==> config.mk <==
export PLATFORM = sky130hd
export DESIGN_NAME = neander_prog_loader_flat
export DESIGN_NICKNAME = d
export VERILOG_FILES = /design/src/rtl/neander_pkg.sv /design/src/rtl/neander_prog_loader_if.sv /design/src/rtl/neander_loader_csum.sv /design/src/rtl/neander_prog_loader.sv /design/src/flat_wrapper.sv
export SDC_FILE = /design/constraint.sdc
export NUM_CORES = 1
export LEC_CHECK = 0
export CORE_ASPECT_RATIO = 0.9
export CORE_MARGIN = 5
export CORE_UTILIZATION = 53
export CTS_BUF_LIST = sky130_fd_sc_hd__clkbuf_4 sky130_fd_sc_hd__clkbuf_8 sky130_fd_sc_hd__clkbuf_16
export DETAILED_ROUTE_END_ITERATION = 8
export GPL_TIMING_DRIVEN = 0
export PLACE_DENSITY_LB_ADDON = 0.15
export SYNTH_ARGS = -nofsm -noshare
export SYNTH_HDL_FRONTEND = slang
export SYNTH_SLANG_ARGS = --single-unit
==> constraint.sdc <==
create_clock -name clk -period 3.8 [get_ports clk]
set_input_delay 0.38 -clock clk [delete_from_list [all_inputs] [get_ports clk]]
set_output_delay 0.38 -clock clk [all_outputs]
set_load 0.01 [all_outputs]
==> src/rtl/neander_pkg.sv <==
// Shared definitions for the Neander loader: FSM encoding, memory map
// constants and the 8-bit modulo adder used for address/count arithmetic.
package neander_pkg;

    localparam logic [2:0] ST_IDLE_ENC  = 3'd0;
    localparam logic [2:0] ST_LEN_ENC   = 3'd1;
    localparam logic [2:0] ST_DATA_ENC  = 3'd2;
    localparam logic [2:0] ST_CSUM_ENC  = 3'd3;
    localparam logic [2:0] ST_DONE_ENC  = 3'd4;
    localparam logic [2:0] ST_ERROR_ENC = 3'd5;

    typedef enum logic [2:0] {
        ST_IDLE  = ST_IDLE_ENC,
        ST_LEN   = ST_LEN_ENC,
        ST_DATA  = ST_DATA_ENC,
        ST_CSUM  = ST_CSUM_ENC,
        ST_DONE  = ST_DONE_ENC,
        ST_ERROR = ST_ERROR_ENC
    } state_t;

    // Base of the data RAM region in the Neander memory map.
    localparam logic [7:0] RAM_BASE = 8'h80;

    localparam int MAX_LEN_DEFAULT = 128;

    // 8-bit adder, result wraps modulo 256.
    function automatic logic [7:0] add8(input logic [7:0] a, input logic [7:0] b);
        return a + b;
    endfunction

endpackage

==> src/rtl/neander_prog_loader_if.sv <==
// Byte stream input and memory write port of the program loader.
// master = stream source / memory side, slave = loader.
interface neander_prog_loader_if;
    logic       in_valid;
    logic [7:0] in_data;
    logic       in_ready;
    logic       mem_we;
    logic [7:0] mem_addr;
    logic [7:0] mem_wdata;

    modport master (
        output in_valid, in_data,
        input  in_ready, mem_we, mem_addr, mem_wdata
    );

    modport slave (
        input  in_valid, in_data,
        output in_ready, mem_we, mem_addr, mem_wdata
    );
endinterface

==> src/rtl/neander_loader_csum.sv <==
// Running 8-bit modulo-256 sum of payload bytes with an equality compare.
// Only present in builds with LOADER_CHECKSUM_EN defined.
`ifdef LOADER_CHECKSUM_EN
module neander_loader_csum
    import neander_pkg::*;
(
    input  logic       clk,
    input  logic       rst,
    input  logic       clear,
    input  logic       add_en,
    input  logic [7:0] din,
    input  logic [7:0] cmp,
    output logic       match
);

    logic [7:0] sum_reg;

    // Accumulate payload bytes; clear wins at session start.
    always_ff @(posedge clk or posedge rst) begin
        if (rst) begin
            sum_reg <= 8'h00;
        end else if (clear) begin
            sum_reg <= 8'h00;
        end else if (add_en) begin
            sum_reg <= add8(sum_reg, din);
        end
    end

    assign match = (sum_reg == cmp);

endmodule
`endif

==> src/rtl/neander_prog_loader.sv <==
// Neander program loader: takes a length-prefixed byte stream, writes the
// payload into memory from START_ADDR and holds the CPU in reset until a
// load session finishes cleanly.
// Optional feature macro: LOADER_CHECKSUM_EN (adds a trailing sum byte check).
module neander_prog_loader
    import neander_pkg::*;
#(
    parameter logic [7:0] START_ADDR = 8'h00,
    parameter int         MAX_LEN    = MAX_LEN_DEFAULT
) (
    input  logic                        clk,
    input  logic                        rst,
    input  logic                        start,
    neander_prog_loader_if.slave        lnk,
    output logic                        cpu_rst,
    output logic                        busy,
    output logic                        done,
    output logic                        err,
    output logic [7:0]                  byte_count
);

    // The payload must fit below the top of the 8-bit address space.
    if (int'(START_ADDR) + MAX_LEN > 256) begin : g_bad_params
        $error("neander_prog_loader: START_ADDR + MAX_LEN exceeds 256");
    end

    state_t     state_reg, state_next;
    logic [7:0] len_reg;
    logic [7:0] cnt_reg;
    logic       mem_we_reg;
    logic [7:0] mem_addr_reg;
    logic [7:0] mem_wdata_reg;
    logic       load_start;
    logic       xfer;
    logic       data_xfer;
    logic       last_byte;
    logic       len_bad;

    assign xfer      = lnk.in_valid & lnk.in_ready;
    assign data_xfer = (state_reg == ST_DATA) && xfer;
    assign last_byte = (add8(cnt_reg, 8'd1) == len_reg);
    assign len_bad   = (lnk.in_data == 8'h00) || (int'(lnk.in_data) > MAX_LEN);

`ifdef LOADER_CHECKSUM_EN
    logic csum_match;

    neander_loader_csum u_csum (
        .clk    (clk),
        .rst    (rst),
        .clear  (load_start),
        .add_en (data_xfer),
        .din    (lnk.in_data),
        .cmp    (lnk.in_data),
        .match  (csum_match)
    );
`endif

    // State register.
    always_ff @(posedge clk or posedge rst) begin
        if (rst) begin
            state_reg <= ST_IDLE;
        end else begin
            state_reg <= state_next;
        end
    end

    // Next-state decode; start is honoured only outside a session.
    always_comb begin
        state_next = state_reg;
        load_start = 1'b0;
        case (state_reg)
            ST_IDLE, ST_DONE, ST_ERROR: begin
                if (start) begin
                    state_next = ST_LEN;
                    load_start = 1'b1;
                end
            end
            ST_LEN: begin
                if (xfer) begin
                    state_next = len_bad ? ST_ERROR : ST_DATA;
                end
            end
            ST_DATA: begin
                if (xfer && last_byte) begin
`ifdef LOADER_CHECKSUM_EN
                    state_next = ST_CSUM;
`else
                    state_next = ST_DONE;
`endif
                end
            end
`ifdef LOADER_CHECKSUM_EN
            ST_CSUM: begin
                if (xfer) begin
                    state_next = csum_match ? ST_DONE : ST_ERROR;
                end
            end
`endif
            default: state_next = ST_IDLE;
        endcase
    end

    // Length latch, payload counter and registered memory write port.
    always_ff @(posedge clk or posedge rst) begin
        if (rst) begin
            len_reg       <= 8'h00;
            cnt_reg       <= 8'h00;
            mem_we_reg    <= 1'b0;
            mem_addr_reg  <= 8'h00;
            mem_wdata_reg <= 8'h00;
        end else begin
            mem_we_reg <= 1'b0;
            if (load_start) begin
                cnt_reg <= 8'h00;
            end
            if ((state_reg == ST_LEN) && xfer) begin
                len_reg <= lnk.in_data;
            end
            if (data_xfer) begin
                mem_we_reg    <= 1'b1;
                mem_addr_reg  <= add8(START_ADDR, cnt_reg);
                mem_wdata_reg <= lnk.in_data;
                cnt_reg       <= add8(cnt_reg, 8'd1);
            end
        end
    end

    assign lnk.in_ready  = (state_reg == ST_LEN) || (state_reg == ST_DATA) ||
                           (state_reg == ST_CSUM);
    assign lnk.mem_we    = mem_we_reg;
    assign lnk.mem_addr  = mem_addr_reg;
    assign lnk.mem_wdata = mem_wdata_reg;
    assign busy          = lnk.in_ready;
    assign done          = (state_reg == ST_DONE);
    assign err           = (state_reg == ST_ERROR);
    assign cpu_rst       = (state_reg != ST_DONE);
    assign byte_count    = cnt_reg;

endmodule

==> src/flat_wrapper.sv <==
// flat-port wrapper written by rule: the top's interface ports become plain ports
module neander_prog_loader_flat import neander_pkg::*;
#(
    parameter logic [7:0] START_ADDR = 8'h00,
    parameter int         MAX_LEN    = MAX_LEN_DEFAULT
)
  (clk, rst, start, cpu_rst, busy, done, err, byte_count, lnk_in_valid, lnk_in_data, lnk_in_ready, lnk_mem_we, lnk_mem_addr, lnk_mem_wdata);
  neander_prog_loader_if lnk_i ();
  input  logic clk;
  input  logic rst;
  input  logic start;
  output logic cpu_rst;
  output logic busy;
  output logic done;
  output logic err;
  output logic [7:0] byte_count;
  input wire logic [$bits(lnk_i.in_valid)-1:0] lnk_in_valid;
  input wire logic [$bits(lnk_i.in_data)-1:0] lnk_in_data;
  output wire logic [$bits(lnk_i.in_ready)-1:0] lnk_in_ready;
  output wire logic [$bits(lnk_i.mem_we)-1:0] lnk_mem_we;
  output wire logic [$bits(lnk_i.mem_addr)-1:0] lnk_mem_addr;
  output wire logic [$bits(lnk_i.mem_wdata)-1:0] lnk_mem_wdata;
  assign lnk_i.in_valid = lnk_in_valid;
  assign lnk_i.in_data = lnk_in_data;
  assign lnk_in_ready = lnk_i.in_ready;
  assign lnk_mem_we = lnk_i.mem_we;
  assign lnk_mem_addr = lnk_i.mem_addr;
  assign lnk_mem_wdata = lnk_i.mem_wdata;
  neander_prog_loader #(.START_ADDR(START_ADDR), .MAX_LEN(MAX_LEN)) u_core (.clk(clk), .rst(rst), .start(start), .lnk(lnk_i), .cpu_rst(cpu_rst), .busy(busy), .done(done), .err(err), .byte_count(byte_count));
endmodule
==> impl_results.md <==
* Postcts setup bufs at 0
* Post-CTS Resized at 0
* Worst Hold Depth at 2
* Mean post-synth cell area at 9.532 sq um
* GRT Util Overall at 19.19%
* Top-Level Pins at 42
* Dpl cells at 279
* Setup slack at placement at 1.689 ns
* Max IR drop VDD at 336.7 uV
* Pwr Total at 1.157 mW
* Final core utilization at 71.37%
* CTS Root Cell: clkbuf_8
* Max_cap viols at 0
* First drt pass iteration count at 4
* Synth Net Count at 207
* Final slew viol count at 0
* Final period util at 54.29%
* Req. time, crit path at 3.95 ns
* Fin. Hold Viols at 0
* DRT Wirelength at 4042 um
* Startpoint Class: register
* Cts hold-fix bufs at 0
* Fin crit period at 2.063 ns
* Comb pwr share at 33.1%
* Post-DP Area at 2315 sq um
* Synth Register Bits at 36
* Post-synthesis cell count at 194
* Internal power at 0.7966 mW
* Sink Count at 36
* Critical path class: reg -> reg
* Reg2Reg Depth at 6
* ANT nets after route at 0
* Number of buffers created by CTS at 5
* Worst Hold Endpoint: u_core.lnk.mem_addr[6]$_DFFE_PP0P_
* Initial antenna violation count at 0
* Final WS setup at 1.737 ns
* CP endpoint kind: register
* CORE AREA at 3378 sq um
* Share of cells above drive strength 1 at 14.88%
* Antenna cells at 0
* Hold_ws at 0.4756 ns
* Total number of vias at 1506
* R2R Path Start: u_core.byte_count[1]$_DFFE_PP0P_
* Die area at 4772 sq um
* RSZ-0062 raised after global routing: no
* Worst slew pin tran at 0.7416 ns
* Initial core utilization at 54.74%
* Leakage Power at 1.144 nW
* Clock Pin Slew Worst Setup and Hold Paths at 0.07 ns
* Die extent in x at 72.27 um
* Sw Pwr at 0.3609 mW
* Area growth syn-to-layout at 30.38%
* Skew final at 0.003470 ns
* Clock power share at 25.6%
* Largest net degree at the start of global routing at 37
* Routability cong. at 0.8189
* Ys flop type: dfrtp_1
* Final setup vio count at 0
* Final instance area at 2411 sq um
* Clock Latency Late Sink at 0.29 ns
* Post-Synthesis Cell Area at 1849 sq um
* Post-synth cell types at 46
* Synth warn at 0
* DRC at 0
* TNS Setup at 0 ns
* Clock tree buffer depth at 2
* NumNets Final at 255
* Vias per std cell at 5.266
* Hold Crit Class: reg -> reg
* Maximum clock frequency at 484.8 MHz
* Final std cells w/o fill at 286
* Initial DRC Count at 118
* H-tree level count at 2
* HP Start: u_core.lnk.mem_addr[6]$_DFFE_PP0P_
* WP data arrival at 2.21 ns
* FFs w/ async S/R, synth at 100.0%
* Pwr Density at 480.1 nW/um^2
* Site Rows at 20
* Most common cell after layout, fill and taps aside: nand2_1
* IO Port Bufs at 41
* R2R Path End: u_core.state_reg[1]$_DFFE_PP0P_
* Register-to-Register Setup Slack at 1.74 ns
* EDFF count, synth at 0
* Dpl hpwl at 2869 um
* Crit-path max FO at 8
* Die height at 66.04 um
* Vias in the first global route at 1468
* Most frequent cells in the layout: 56 x nand2_1, 41 x clkdlybuf4s50_1, 36 x dfrtp_1
* Sw Ratio at 31.18%
* Avg WL per Cell at 14.13 um
* Share of power burned in registers at 41.3%
* Grt ovf at 0
* First-pass GRT wire length at 7038 um
* Sequential fraction of the synthesis area at 48.71%
* Status: finished clean
* CTS tree: yes
* Max-slew headroom at 50.49%
layer usage:
layer	GRT usage [%]	wire, um
met5	0	0
met2	28.52	1753
met1	26.60	2019
met4	6.808	46
met3	5.471	223
power by group through the flow:
stage          sequential, mW  combinational, mW  clock (mW)
2_1_floorplan           0.502              0.200           0
3_3_place_gp            0.484              0.377           0
3_5_place_dp            0.484              0.383           0
4_1_cts                 0.479              0.386       0.301
5_1_grt                 0.486              0.420       0.322
6_report                0.478              0.383       0.296
worst max path at each step:
stage	start	endpoint	slack, ns	cells after the start
global route	u_core.byte_count[1]$_DFFE_PP0P_	u_core.state_reg[1]$_DFFE_PP0P_	1.61	6
global placement	lnk_in_data[0]	u_core.state_reg[1]$_DFFE_PP0P_	1.69	6
floorplan	u_core.byte_count[1]$_DFFE_PP0P_	u_core.state_reg[1]$_DFFE_PP0P_	1.97	6
finish	u_core.byte_count[1]$_DFFE_PP0P_	u_core.state_reg[1]$_DFFE_PP0P_	1.74	6
CTS	u_core.byte_count[1]$_DFFE_PP0P_	u_core.state_reg[1]$_DFFE_PP0P_	1.73	6
detailed placement	lnk_in_valid	u_core.byte_count[7]$_DFFE_PP0P_	1.69	6
cells in the mapped netlist (2+ instances only):
cell	count	area [sq um]
nor3_1	2	10.01
nand2b_1	5	31.28
inv_1	5	18.77
nor3b_1	2	15.01
dfrtp_1	36	900.9
buf_2	8	40.04
mux2_2	7	78.83
nand3_1	2	10.01
a31oi_1	2	12.51
nor2b_1	2	12.51
nor2_1	10	37.54
nand2_1	56	210.2
xor2_1	4	35.03
o21ai_0	12	60.06
nand4_1	2	12.51
buf_6	2	22.52
o31ai_1	3	22.52
clkbuf_1	2	7.510
xnor2_1	5	43.79
critical path, cell delays in order (launching register included):
cell      delay (ns)
dfrtp_1         0.48
ha_1            0.33
and2_2          0.22
o21ai_0         0.17
nand4_1         0.14
o41ai_2         0.41
o221ai_1        0.17
final cells by class:
type | instances | area [sq um]
buffer | 14 | 92.59
timing repair buffer | 41 | 410.4
inverter | 5 | 18.77
tap | 44 | 55.05
multi-input combinational | 139 | 837.1
fill | 272 | 967.2
clock buffer | 7 | 96.34
sequential | 36 | 900.9
cells by family (layout without fill, tap and decap cells):
logic type / after synthesis / in the layout / share of synthesized area (%)
AOI/OAI and AO/OA: 31 / 31 / 12.45
adders and majority gates: 1 / 1 / 0.6765
buffers and inverters: 19 / 67 / 6.022
DFF: 36 / 36 / 48.71
and+or+nand+nor: 89 / 89 / 22.19
muxes: 8 / 8 / 4.804
xor gates and xnor gates: 10 / 10 / 5.142
No activity file was read; power rests on OpenSTA's default activity.
==> RTL change 1: new RTL, config.mk and constraints unchanged <==
Add a define of `LOADER_CHECKSUM_EN`.
--- a/src/rtl/neander_loader_csum.sv
+++ b/src/rtl/neander_loader_csum.sv
@@ -1,5 +1,7 @@
 // Running 8-bit modulo-256 sum of payload bytes with an equality compare.
 // Only present in builds with LOADER_CHECKSUM_EN defined.
+`define LOADER_CHECKSUM_EN
+
 `ifdef LOADER_CHECKSUM_EN
 module neander_loader_csum
     import neander_pkg::*;
Behaviour: not the same (Yosys sat finds a counterexample within 4 cycles, from zero or initial values and one cycle with rst high).
==> RTL change 1 against the original RTL <==
Sequential cell count up 8. Register-to-register slack lost 0.14 ns. Highest routed layer unchanged. Routed wire length increased by 27%. Die area rose by 21%. Cell area is 21% higher. Setup slack worse by 0.30 ns. Synthesized area is 25% higher.
Power is not compared: it rests on default switching activity, and its combinational part moved more than twofold at a synthesized area within 25%.
==> RTL change 1: results (changes against the original RTL) <==
* Status: finished clean
* HPWL after DPL at 3750 um (+31%)
* Slowest stage delay, CP at 0.58 ns (+0.10 ns)
* Signal buf overhead at 0.166 (-0.0425)
* Fraction of area in registers at 0.377 (+0.00308)
* Distinct cells, synth at 43 (-6.5%)
* Setup WS pre-CTS at 1.13 ns (-0.563 ns)
* Clkbuf count at 6 (-1)
* Final Skew at 0.00630 ns (+0.00283 ns)
* Routed length on met1 at 2440 um (+21%)
* Top_reg_cell synth: dfrtp_1
* Post-Synth XOR/XNOR Area at 0.0798 (+0.0284)
* Placed inst area at 2800 sq um (+21%)
* Post-synthesis adder-cell area fraction at 0.0521 (+0.0454)
* Area fraction of clock buffers and clock inverters at 0.0415 (+0.00157)
* Grt met1 use at 0.288 (+0.0224)
* R2r endpoint: u_core.u_csum.sum_reg[6]$_DFFE_PP0P_
* Non-clk bufs at 53 (-3.6%)
* Grt met2 use at 0.293 (+0.00764)
* Non-clk invs at 9 (+4)
* Tapcells at 48 (+9.1%)
* Arrival time of the worst setup path at 2.55 ns (+0.34 ns)
* Nets@finish at 311 (+22%)
* Mapped Cells at 241 (+24%)
* Worst hold slack at 0.428 ns (-0.0475 ns)
* Seq/Total Area, Yosys at 0.478 (-0.00914)
* Layout cells sized above 1 at 0.0928 (-0.0560)
* Rel. slew slack at 0.546 (+0.0414)
* HP Class: in -> async
* Met3 Resource Use GR at 0.0434 (-0.0113)
* Final WL at 5140 um (+27%)
* Tot Pwr at 1.97 mW
* Vias in the first global route at 1,833 (+25%)
* DR WL met3 at 308 um (+38%)
* Clock transition at path regs at 0.09 ns (+0.02 ns)
* Synth Register Bits at 44 (+22%)
* Compound-Gate Fraction of Synth Area at 0.123 (-0.00119)
* Initial DRC Count at 126 (+6.8%)
* Worst-path fanout max at 4 (-4)
* Met2 wire length at 2310 um (+32%)
* Top post-synthesis cells by area: dfrtp_1, nand2_1, mux2_2
* Reg2Reg Setup Slack at 1.60 ns (-0.14 ns)
* Drt wl/cell at 15.2 um (+7.3%)
* CTS max path bufs at 2 (unchanged)
* Global-route wire length before repair at 8930 um (+27%)
* Synth top cells by count: nand2_1, dfrtp_1, o21ai_0, xnor2_1, xor2_1
* Worst r2r src: u_core.state_reg[2]$_DFFE_PP0P_
* Fillers at 337 (+24%)
* Syn Nets at 262 (+27%)
-- RTL change 1: how the worst max path moves through the flow --
stage	to	start	slack (ns)
4_1_cts	u_core.u_csum.sum_reg[6]$_DFFE_PP0P_	lnk_in_data[0]	1.45
6_report	u_core.u_csum.sum_reg[6]$_DFFE_PP0P_	lnk_in_data[0]	1.44
2_1_floorplan	u_core.u_csum.sum_reg[6]$_DFFE_PP0P_	lnk_in_data[0]	1.90
3_3_place_gp	u_core.u_csum.sum_reg[6]$_DFFE_PP0P_	lnk_in_data[0]	1.17
3_5_place_dp	u_core.u_csum.sum_reg[6]$_DFFE_PP0P_	lnk_in_data[0]	1.13
5_1_grt	u_core.u_csum.sum_reg[6]$_DFFE_PP0P_	lnk_in_data[0]	1.29
-- RTL change 1: critical path, delay by kind of cell --
family,cells,cell delay [ns]
AND/OR/NAND/NOR,1,0.12
buffers and inverters,2,0.64
AO/OA/AOI/OAI,5,0.78
adder cells (fa/ha/maj),2,0.62
==> RTL change 2: new RTL, same flow settings <==
Without the edit above. Register the output `byte_count` once more, with the module's reset; this adds one clock of latency there. The other outputs are not delayed to match.
--- a/src/rtl/neander_prog_loader.sv
+++ b/src/rtl/neander_prog_loader.sv
@@ -134,7 +134,13 @@
     assign done          = (state_reg == ST_DONE);
     assign err           = (state_reg == ST_ERROR);
     assign cpu_rst       = (state_reg != ST_DONE);
-    assign byte_count    = cnt_reg;
+    always_ff @(posedge clk or posedge rst) begin
+        if (rst) begin
+            byte_count <= '0;
+        end else begin
+            byte_count <= cnt_reg;
+        end
+    end
 
 endmodule
 
Behaviour: not the same (a bounded check fails within 4 cycles, from zero or initial values and one cycle with rst high).
==> RTL change 2 against the original RTL <==
Highest routed layer unchanged. Critical path depth did not move. Non-clock buffer count fell by 3. Setup slack got worse by 0.13 ns. Synthesized area rose by 8.1%. Clock power rose by 5%. Sequential cell count rose by 8. Total power rose by 35%. Largest cell class unchanged. Cell area rose by 6.3%. Routed wire length rose by 4.3%.
==> RTL change 2: results (changes against the original RTL) <==
* Largest net degree at the start of global routing at 45 (+22%)
* WHS Endpoint: u_core.byte_count[2]$_DFF_PP0_
* Final Skew at 0.00493 ns (+0.00146 ns)
* Rel. slew slack at 0.409 (-0.0959)
* Final WL at 4220 um (+4.3%)
* Layout Utilization at 0.697 (-0.0168)
* R2r endpoint: u_core.state_reg[2]$_DFFE_PP0P_
* Drt pass-1 iters at 5 (+1)
* Arrival time of the worst setup path at 2.42 ns (+0.21 ns)
* H-Tree Depth at 2 (unchanged)
* Status: finished clean
* Hold path start: u_core.cnt_reg[2]$_DFFE_PP0P_
* Top post-synthesis cells by area: dfrtp_1, nand2_1, mux2_2
* RD Place Congestion at 0.910 (+11%)
* Vias in the first global route at 1,552 (+5.7%)
* HPWL after DPL at 3080 um (+7.2%)
* Crit share post-route at 0.577 (+0.0337)
* Post-CTS setup buffers at 0 (unchanged)
* Largest delay share family, worst path: simple AND/OR/NAND/NOR gates
* Clk_lat worst skew at 0.29 ns (about the same)
* Psw at 0.497 mW (+38%)
* Fillers at 321 (+18%)
* Initial DRC Count at 165 (+40%)
* Slowest-stage cell, CP: or4_1
* Initial antenna violation count at 0 (unchanged)
* GRT Overall Usage at 0.194 (+0.00237)
* Slowest stage delay, CP at 0.54 ns (+0.06 ns)
* Distinct cells, synth at 43 (-6.5%)
* Hold depth at 0 (-2)
* CTS max path bufs at 2 (unchanged)
* Worst VDD drop at 0.392 mV (+17%)
* Layout cells sized above 1 at 0.104 (-0.0452)
* Syn Nets at 215 (+3.9%)
* Global-route wire length before repair at 7400 um (+5.2%)
* Critical Path Source: u_core.cnt_reg[0]$_DFFE_PP0P_
* Mean Syn Cell Area at 9.89 sq um (+3.8%)
* Setup WS pre-CTS at 1.61 ns (-0.0746 ns)
* Clock transition at path regs at 0.08 ns
* Worst hold slack at 0.381 ns (-0.0944 ns)
* HP Class: reg -> reg
* Placed inst area at 2470 sq um (+6.5%)
* Drt wl/cell at 14.2 um (+0.47%)
* Nets@finish at 263 (+3.1%)
* Vias/cell at 5.37 (+2.1%)
* Leak at 1.16 nW (+1.1%)
* Seq/Total Area, Yosys at 0.551 (+0.0639)
* Worst-path fanout max at 9 (+1)
* CTS root buffer: clkbuf_8
* Synth top cells by count: nand2_1, dfrtp_1, nor2_1, o21ai_0, mux2_2
* Post-placement cell count at 289 (+3.6%)
==> RTL change 2: area by class of cell <==
class                      count  area share
sequential                    44       0.429
multi-input combinational    141       0.320
timing repair buffer          41       0.160
clock buffer                   8      0.0381
tap                           46      0.0224
buffer                        11      0.0215
inverter                       6     0.00878
==> RTL change 2: routing by layer <==
layer	vias to the layer above	routed length [um]	part of all wire	global-route usage
li1	776	-	-	-
met1	771	2000	0.47	0.273
met2	41	1970	0.47	0.289
met3	8	189	0.045	0.0455
met4	0	63	0.015	0.0778
met5	-	0	0	0
==> RTL change 2: how the worst max path moves through the flow <==
stage,depth (start not counted),endpoint
floorplan,6,u_core.state_reg[2]$_DFFE_PP0P_
global placement,2,u_core.lnk.mem_wdata[3]$_DFFE_PP0P_
detailed placement,5,u_core.len_reg[3]$_DFFE_PP0P_
CTS,6,u_core.state_reg[2]$_DFFE_PP0P_
global route,6,u_core.state_reg[2]$_DFFE_PP0P_
finish,6,u_core.state_reg[2]$_DFFE_PP0P_
==> RTL change 2: power by group through the flow <==
stage               clock network, mW  logic (mW)  registers (mW)
floorplan                           0       0.306           0.698
CTS                             0.319       0.566           0.686
global route                    0.345       0.623           0.705
global placement                    0       0.551           0.691
detailed placement                  0       0.562           0.695
finish                          0.310       0.559           0.688
==> RTL change 2: kinds of logic (layout without fill, tap and decap cells) <==
| group | count (synthesis) | after routing | share of synthesized area |
|---|---|---|---|
| xor gates and xnor gates | 9 | 9 | 0.0395 |
| buffers and inverters | 17 | 66 | 0.0388 |
| and+or+nand+nor | 89 | 89 | 0.205 |
| DFF | 44 | 44 | 0.551 |
| muxes | 8 | 8 | 0.0451 |
| adders and majority gates | 1 | 1 | 0.00626 |
| AOI/OAI and AO/OA | 34 | 34 | 0.114 |
